$ cat src/rtl/hazard_tag_pipe_pkg.sv
// rtl/hazard_tag_pipe_pkg.sv - shared constants and tag decrement helper for the hazard tag pipeline
package hazard_tag_pipe_pkg;

    localparam int TW_DEFAULT = 3;
    localparam int REGW       = 5;
    // Widest tag the decrement helper handles; stage tags are cast into and out of it.
    localparam int TAG_MAXW   = 8;

    localparam logic [REGW-1:0] BUBBLE_REG  = '0;
    localparam logic            BUBBLE_FLAG = 1'b0;

    function automatic logic [TAG_MAXW-1:0] dec(input logic [TAG_MAXW-1:0] x);
        return (x == '0) ? '0 : x - 1'b1;
    endfunction

endpackage

$ cat src/rtl/hazard_tag_stage.sv
// rtl/hazard_tag_stage.sv - one pipeline tag register with bubble load and optional saturating T decrement
module hazard_tag_stage
    import hazard_tag_pipe_pkg::*;
#(
    parameter int TW     = TW_DEFAULT,
    parameter bit DEC_EN = 1'b1
) (
    input  logic            clk,
    input  logic            reset,
    input  logic            i_bubble,
    input  logic [REGW-1:0] i_rs,
    input  logic [REGW-1:0] i_rt,
    input  logic [REGW-1:0] i_dst,
    input  logic            i_rfwr,
    input  logic            i_dmwr,
    input  logic [TW-1:0]   i_t,
    output logic [REGW-1:0] o_rs,
    output logic [REGW-1:0] o_rt,
    output logic [REGW-1:0] o_dst,
    output logic            o_rfwr,
    output logic            o_dmwr,
    output logic [TW-1:0]   o_t
);

    logic [REGW-1:0] r_rs;
    logic [REGW-1:0] r_rt;
    logic [REGW-1:0] r_dst;
    logic            r_rfwr;
    logic            r_dmwr;
    logic [TW-1:0]   r_t;
    logic [TW-1:0]   w_t_next;

    generate
        if (DEC_EN) begin : g_dec
            assign w_t_next = TW'(dec(TAG_MAXW'(i_t)));
        end else begin : g_nodec
            assign w_t_next = i_t;
        end
    endgenerate

    always_ff @(posedge clk) begin
        if (reset || i_bubble) begin
            r_rs   <= BUBBLE_REG;
            r_rt   <= BUBBLE_REG;
            r_dst  <= BUBBLE_REG;
            r_rfwr <= BUBBLE_FLAG;
            r_dmwr <= BUBBLE_FLAG;
            r_t    <= '0;
        end else begin
            r_rs   <= i_rs;
            r_rt   <= i_rt;
            r_dst  <= i_dst;
            r_rfwr <= i_rfwr;
            r_dmwr <= i_dmwr;
            r_t    <= w_t_next;
        end
    end

    assign o_rs   = r_rs;
    assign o_rt   = r_rt;
    assign o_dst  = r_dst;
    assign o_rfwr = r_rfwr;
    assign o_dmwr = r_dmwr;
    assign o_t    = r_t;

endmodule

$ cat src/rtl/hazard_tag_pipe.sv
// rtl/hazard_tag_pipe.sv - E/M/W destination and latency tag pipeline with flush and bubble counter
module hazard_tag_pipe
    import hazard_tag_pipe_pkg::*;
#(
    parameter int TW   = TW_DEFAULT,
    parameter int CNTW = 32
) (
    input  logic            clk,
    input  logic            reset,
    input  logic [REGW-1:0] RsD,
    input  logic [REGW-1:0] RtD,
    input  logic [REGW-1:0] DstD,
    input  logic            RFWrD,
    input  logic            DMWrD,
    input  logic [TW-1:0]   TnewD,
    input  logic            FlushE,
    input  logic            FlushAll,
    output logic [REGW-1:0] RsE,
    output logic [REGW-1:0] RtE,
    output logic [REGW-1:0] DstE,
    output logic [REGW-1:0] DstM,
    output logic [REGW-1:0] DstW,
    output logic            RFWrE,
    output logic            RFWrM,
    output logic            RFWrW,
    output logic [TW-1:0]   TE,
    output logic [TW-1:0]   TM,
    output logic [TW-1:0]   TW_O,
    output logic            DMWrM,
    output logic [CNTW-1:0] BubbleCnt
);

    // Register 0 is never a real write target, so it never raises a hazard.
    logic            w_rfwr_d;
    logic            w_bubble_e;
    logic            w_dmwr_e;
    logic [REGW-1:0] w_unused_rs_m;
    logic [REGW-1:0] w_unused_rt_m;
    logic [REGW-1:0] w_unused_rs_w;
    logic [REGW-1:0] w_unused_rt_w;
    logic            w_unused_dmwr_w;
    logic [CNTW-1:0] r_bubble_cnt;

    assign w_rfwr_d   = RFWrD && (DstD != BUBBLE_REG);
    assign w_bubble_e = FlushE || FlushAll;

    hazard_tag_stage #(.TW(TW), .DEC_EN(1'b0)) u_stage_e (
        .clk      (clk),
        .reset    (reset),
        .i_bubble (w_bubble_e),
        .i_rs     (RsD),
        .i_rt     (RtD),
        .i_dst    (DstD),
        .i_rfwr   (w_rfwr_d),
        .i_dmwr   (DMWrD),
        .i_t      (TnewD),
        .o_rs     (RsE),
        .o_rt     (RtE),
        .o_dst    (DstE),
        .o_rfwr   (RFWrE),
        .o_dmwr   (w_dmwr_e),
        .o_t      (TE)
    );

    hazard_tag_stage #(.TW(TW), .DEC_EN(1'b1)) u_stage_m (
        .clk      (clk),
        .reset    (reset),
        .i_bubble (FlushAll),
        .i_rs     (BUBBLE_REG),
        .i_rt     (BUBBLE_REG),
        .i_dst    (DstE),
        .i_rfwr   (RFWrE),
        .i_dmwr   (w_dmwr_e),
        .i_t      (TE),
        .o_rs     (w_unused_rs_m),
        .o_rt     (w_unused_rt_m),
        .o_dst    (DstM),
        .o_rfwr   (RFWrM),
        .o_dmwr   (DMWrM),
        .o_t      (TM)
    );

    // W holds a committed instruction, so no flush ever reaches it.
    hazard_tag_stage #(.TW(TW), .DEC_EN(1'b1)) u_stage_w (
        .clk      (clk),
        .reset    (reset),
        .i_bubble (1'b0),
        .i_rs     (BUBBLE_REG),
        .i_rt     (BUBBLE_REG),
        .i_dst    (DstM),
        .i_rfwr   (RFWrM),
        .i_dmwr   (BUBBLE_FLAG),
        .i_t      (TM),
        .o_rs     (w_unused_rs_w),
        .o_rt     (w_unused_rt_w),
        .o_dst    (DstW),
        .o_rfwr   (RFWrW),
        .o_dmwr   (w_unused_dmwr_w),
        .o_t      (TW_O)
    );

    always_ff @(posedge clk) begin
        if (reset) begin
            r_bubble_cnt <= '0;
        end else if (FlushE && !(&r_bubble_cnt)) begin
            r_bubble_cnt <= r_bubble_cnt + 1'b1;
        end
    end

    assign BubbleCnt = r_bubble_cnt;

endmodule

$ cat config.mk
export PLATFORM = sky130hd
export DESIGN_NAME = hazard_tag_pipe
export DESIGN_NICKNAME = d
export VERILOG_FILES = /design/src/rtl/hazard_tag_pipe_pkg.sv /design/src/rtl/hazard_tag_stage.sv /design/src/rtl/hazard_tag_pipe.sv
export SDC_FILE = /design/constraint.sdc
export NUM_CORES = 1
export LEC_CHECK = 0
export CAP_MARGIN = 30
export CELL_PAD_IN_SITES_DETAIL_PLACEMENT = 1
export CELL_PAD_IN_SITES_GLOBAL_PLACEMENT = 1
export CORE_MARGIN = 1
export CORE_UTILIZATION = 30
export DETAILED_ROUTE_END_ITERATION = 10
export GPL_TIMING_DRIVEN = 0
export HOLD_SLACK_MARGIN = 0.05
export PLACE_DENSITY = 0.81
export SKIP_LAST_GASP = 1
export SYNTH_ARGS = -nofsm -noshare
export SYNTH_HDL_FRONTEND = slang
export SYNTH_SLANG_ARGS = --single-unit
$ cat constraint.sdc
create_clock -name clk -period 4 [get_ports clk]
set_input_delay 1 -clock clk [delete_from_list [all_inputs] [get_ports clk]]
set_output_delay 1 -clock clk [all_outputs]
set_load 0.01 [all_outputs]
==> results of run 1 <==
worst max path at each step:
stage          slack (ns)    from            end
4_1_cts              1.17  FlushE  BubbleCnt[22]
3_3_place_gp         0.89  FlushE  BubbleCnt[22]
3_5_place_dp         0.80  FlushE  BubbleCnt[22]
6_report             1.17  FlushE  BubbleCnt[22]
2_1_floorplan        1.73  FlushE  BubbleCnt[21]
5_1_grt              1.05  FlushE  BubbleCnt[22]
logic make-up (layout without fill, tap and decap cells):
group           count (synthesis)  in the layout  share of synthesized area (%)
simple gates                  135            135                          29.67
flops                          71             71                          50.31
compound gates                 53             53                          11.51
buf+inv                        24            132                          4.074
xor+xnor                        6              6                          1.860
fa+ha+maj                       5              5                          2.214
mux                             1              1                         0.3543
where the power goes:
| group | leakage, µW | internal, µW | switching, µW | total, µW |
|---|---|---|---|---|
| clock network | 0.0000935 | 250 | 306 | 556 |
| registers | 0.000574 | 717 | 5.74 | 722 |
| logic | 0.000719 | 45.9 | 35.0 | 81.0 |
state kept, by name (all words and copies together), names as in the netlist, 5 cells and up:
signal           count
u_stage_e.o_dst      5
u_stage_m.o_dst      5
u_stage_e.o_rs       5
u_stage_w.o_dst      5
BubbleCnt           32
u_stage_e.o_rt       5
through the flow:
| stage | worst slack [ns] | util, % | instances |
|---|---|---|---|
| CTS | 1.168 | 44.30 | 514 |
| floorplan | 1.727 | - | 295 |
| global route | 1.050 | 44.30 | 514 |
| finish | 1.166 | 44.30 | 514 |
| detailed placement | 0.8021 | 42.24 | 498 |
| global placement | 0.8871 | 42.24 | 498 |
Yosys cell counts, drive strengths merged:
| library cell | count |
|---|---|
| dfxtp | 71 |
| o311a | 1 |
| and4b | 1 |
| nand3 | 9 |
| nand2b | 1 |
| a21oi | 23 |
| o21a | 1 |
| clkbuf | 10 |
| o31ai | 15 |
| or4 | 15 |
| ha | 5 |
| a31o | 1 |
| nor4b | 1 |
| inv | 10 |
| nor3 | 7 |
| mux2i | 1 |
| a211oi | 1 |
| nand2 | 17 |
| buf | 4 |
| nand4b | 2 |
| and2 | 28 |
| o21bai | 1 |
| xor2 | 6 |
| a31oi | 1 |
| and3 | 2 |
| nor2b | 6 |
| nand4 | 10 |
| or3 | 11 |
| o211ai | 2 |
| nor2 | 13 |
| and4 | 7 |
| o21ai | 7 |
| nor4 | 5 |
cell usage in the layout, fill, tap and decap left out, types with 10 or more instances in the layout:
master,instances
a21oi_1,23
and2_1,28
clkbuf_8,10
clkdlybuf4s50_1,92
dfxtp_1,71
inv_1,10
nand2_1,15
nand4_1,10
nor2_1,13
o31ai_1,15
or3_1,10
or4_1,14
area by class of cell:
cell class	instances	area (µm²)	share of cell area, %
timing repair buffer	92	920.9	22.60
clock buffer	10	137.6	3.378
multi-input combinational	200	1289	31.63
buffer	14	77.57	1.904
clock inverter	6	51.30	1.259
inverter	10	37.54	0.9214
sequential	71	1421	34.89
tap	111	138.9	3.409
worst max-delay path: stages:
cell and delay [ns]:
clkdlybuf4s50_1 0.60, and4_1 0.29, nor4b_4 0.42, o211ai_1 0.27, or3_1 0.37, a21oi_1 0.17
per-layer routing:
| layer | track usage, % | wire length (µm) | vias to the layer above |
|---|---|---|---|
| li1 | - | - | 1284 |
| met1 | 18.90 | 3331 | 1294 |
| met4 | 7.003 | 119 | 0 |
| met5 | 0 | 0 | - |
| met3 | 9.007 | 873 | 9 |
| met2 | 30.12 | 3887 | 93 |
==> results.py, run 1 <==
metrics = {
    "sta": {
        "unrepaired_setup_endpoints_after_global_routing": "no",
        "clock-skew-final_ns": 0.006510,
        "totalNegativeSetupSlack_ns": 0,
        "final-hold-violation-count": 0,
        "finalHoldWorstSlack_ns": 0.4383,
        "max_clock_freq_mhz": 352.9,
        "final-max-slew-violation-count": 0,
        "timing.final.crit_period_ns": 2.834,
        "worst_slew_margin_rel_pct": 63.47,
        "timing.final.setup_violations": 0,
        "post-route-period-util_pct": 70.84,
        "worstMarginPinSlew_ns": 0.5433,
    },
    "grt": {
        "wire_length_of_the_first_global_routing_pass_um": 13500,
        "pin_count_of_the_biggest_net_entering_global_routing": 15,
        "number_of_antenna_violations_at_the_first_check_in_global_routing": 0,
        "grt_usage_pct": 17.82,
        "grt_pass1_vias": 2789,
        "gr-total-overflow": 0,
    },
    "run": {
        "cap_viol_max_count": 0,
    },
    "clocking": {
        "hold_buffers": 0,
        "cts.repair_timing.setup_buffer_count": 0,
        "h-tree-depth": 3,
        "clock_tree.buffer_depth": 2,
        "cts_repair_resized_insts": 0,
        "cts_inserted_buffers": 9,
        "clk_root_buf": "clkbuf_8",
        "clk_pin_slew_worst_paths_ns": 0.08,
        "clock_insertion_delay_worst_skew_ns": 0.35,
        "tritoncts": "done",
        "tritoncts_num_sinks": 71,
    },
    "synth": {
        "synthesis.area_per_instance_um2": 9.577,
        "post_synth_num_cell_types": 41,
        "post_synth_inst_count": 295,
        "synth_top_area_share_pct": 50.31,
        "ys_top_cells_by_area": "dfxtp_1, and2_1, a21oi_1",
        "yosysTopAreaCell": "dfxtp_1",
        "postSynthNetCount": 324,
        "postSynthRegisterBits": 71,
        "yosys_warnings": 0,
        "synth-seq-area-share_pct": 50.31,
        "synthesis.area_um2": 2825,
    },
    "floorplan": {
        "initial_core_util_pct": 30.72,
        "floorplan_die_area_um2": 9810,
        "row_count": 35,
        "placeableCoreArea_um2": 9196,
        "floorplan.die.height_um": 99.05,
        "dieWidth_um": 99.05,
        "top_level_ports": 94,
    },
    "setup_path": {
        "start_kind": "input port",
        "rrSetupSlack_ns": 1.76,
        "setup.worst_path.class": "in2reg",
        "regToRegEndpoint": "BubbleCnt[22]",
        "arrival_time_at_the_worst_endpoint_ns": 3.11,
        "critPathCaptureType": "flop",
        "crit_required_ns": 4.28,
        "highest_fanout_seen_on_the_critical_path": 7,
        "worst-r2r-cell-count": 6,
        "timing.rr.start": "BubbleCnt[0]",
    },
    "min_path": {
        "holdPathStages": 1,
        "worst_hold_path.endpoint": "u_stage_m.o_dmwr",
        "hold_path.class": "reg2reg",
        "hp-start": "u_stage_e.o_dmwr",
    },
    "cells_and_area": {
        "postLayoutCellArea_um2": 4074,
        "syn2layout_area_growth_pct": 44.20,
        "layout.nets": 427,
        "insertedDiodeCount": 0,
        "final.fill_count": 1070,
        "drive_gt1_share_pct": 7.444,
    },
    "routing": {
        "via_to_cell_ratio": 5.214,
        "wl_per_cell_um": 15.97,
        "drc_viols": 2,
        "num_vias": 2680,
        "detail_route.first_pass.iterations": 10,
        "wl_um": 8210,
        "detail-route-antenna-nets": 0,
        "dr.first_iter.drc_count": 81,
    },
    "outcome": {
        "result_of_the_run": "finished, violations left",
        "violated_checks": "DRC",
    },
    "pwr": {
        "irDropWorstVdd_v": 0.0002097,
        "total_leakage_power_uw": 0.001387,
        "total_power_uw": 1359,
        "power_density_nw_per_um2": 333.6,
    },
    "place": {
        "post_dp_cell_area_um2": 3885,
        "placement.io_buffers": 92,
        "detailed_place_hpwl_um": 6192,
        "gp_congestion": 0.7974,
    },
}
(Power assumes the default switching activity.)
==> run 2: changes to the inputs <==
==> constraint.sdc (replaced) <==
create_clock -name clk -period 3 [get_ports clk]
set_input_delay 0.75 -clock clk [delete_from_list [all_inputs] [get_ports clk]]
set_output_delay 0.75 -clock clk [all_outputs]
set_load 0.01 [all_outputs]
==> results of run 2 <==
The final DEF is identical to that of run 1. Status: finished, violations left: DRC.
Among the figures that moved: setup slack after placement 0.8021 ns -> 0.05206 ns; setup slack after layout 1.166 ns -> 0.4164 ns; register-to-register setup slack 1.76 ns -> 0.76 ns; total power 1359 µW -> 1812 µW; worst IR drop on VDD 0.0002097 V -> 0.0002796 V
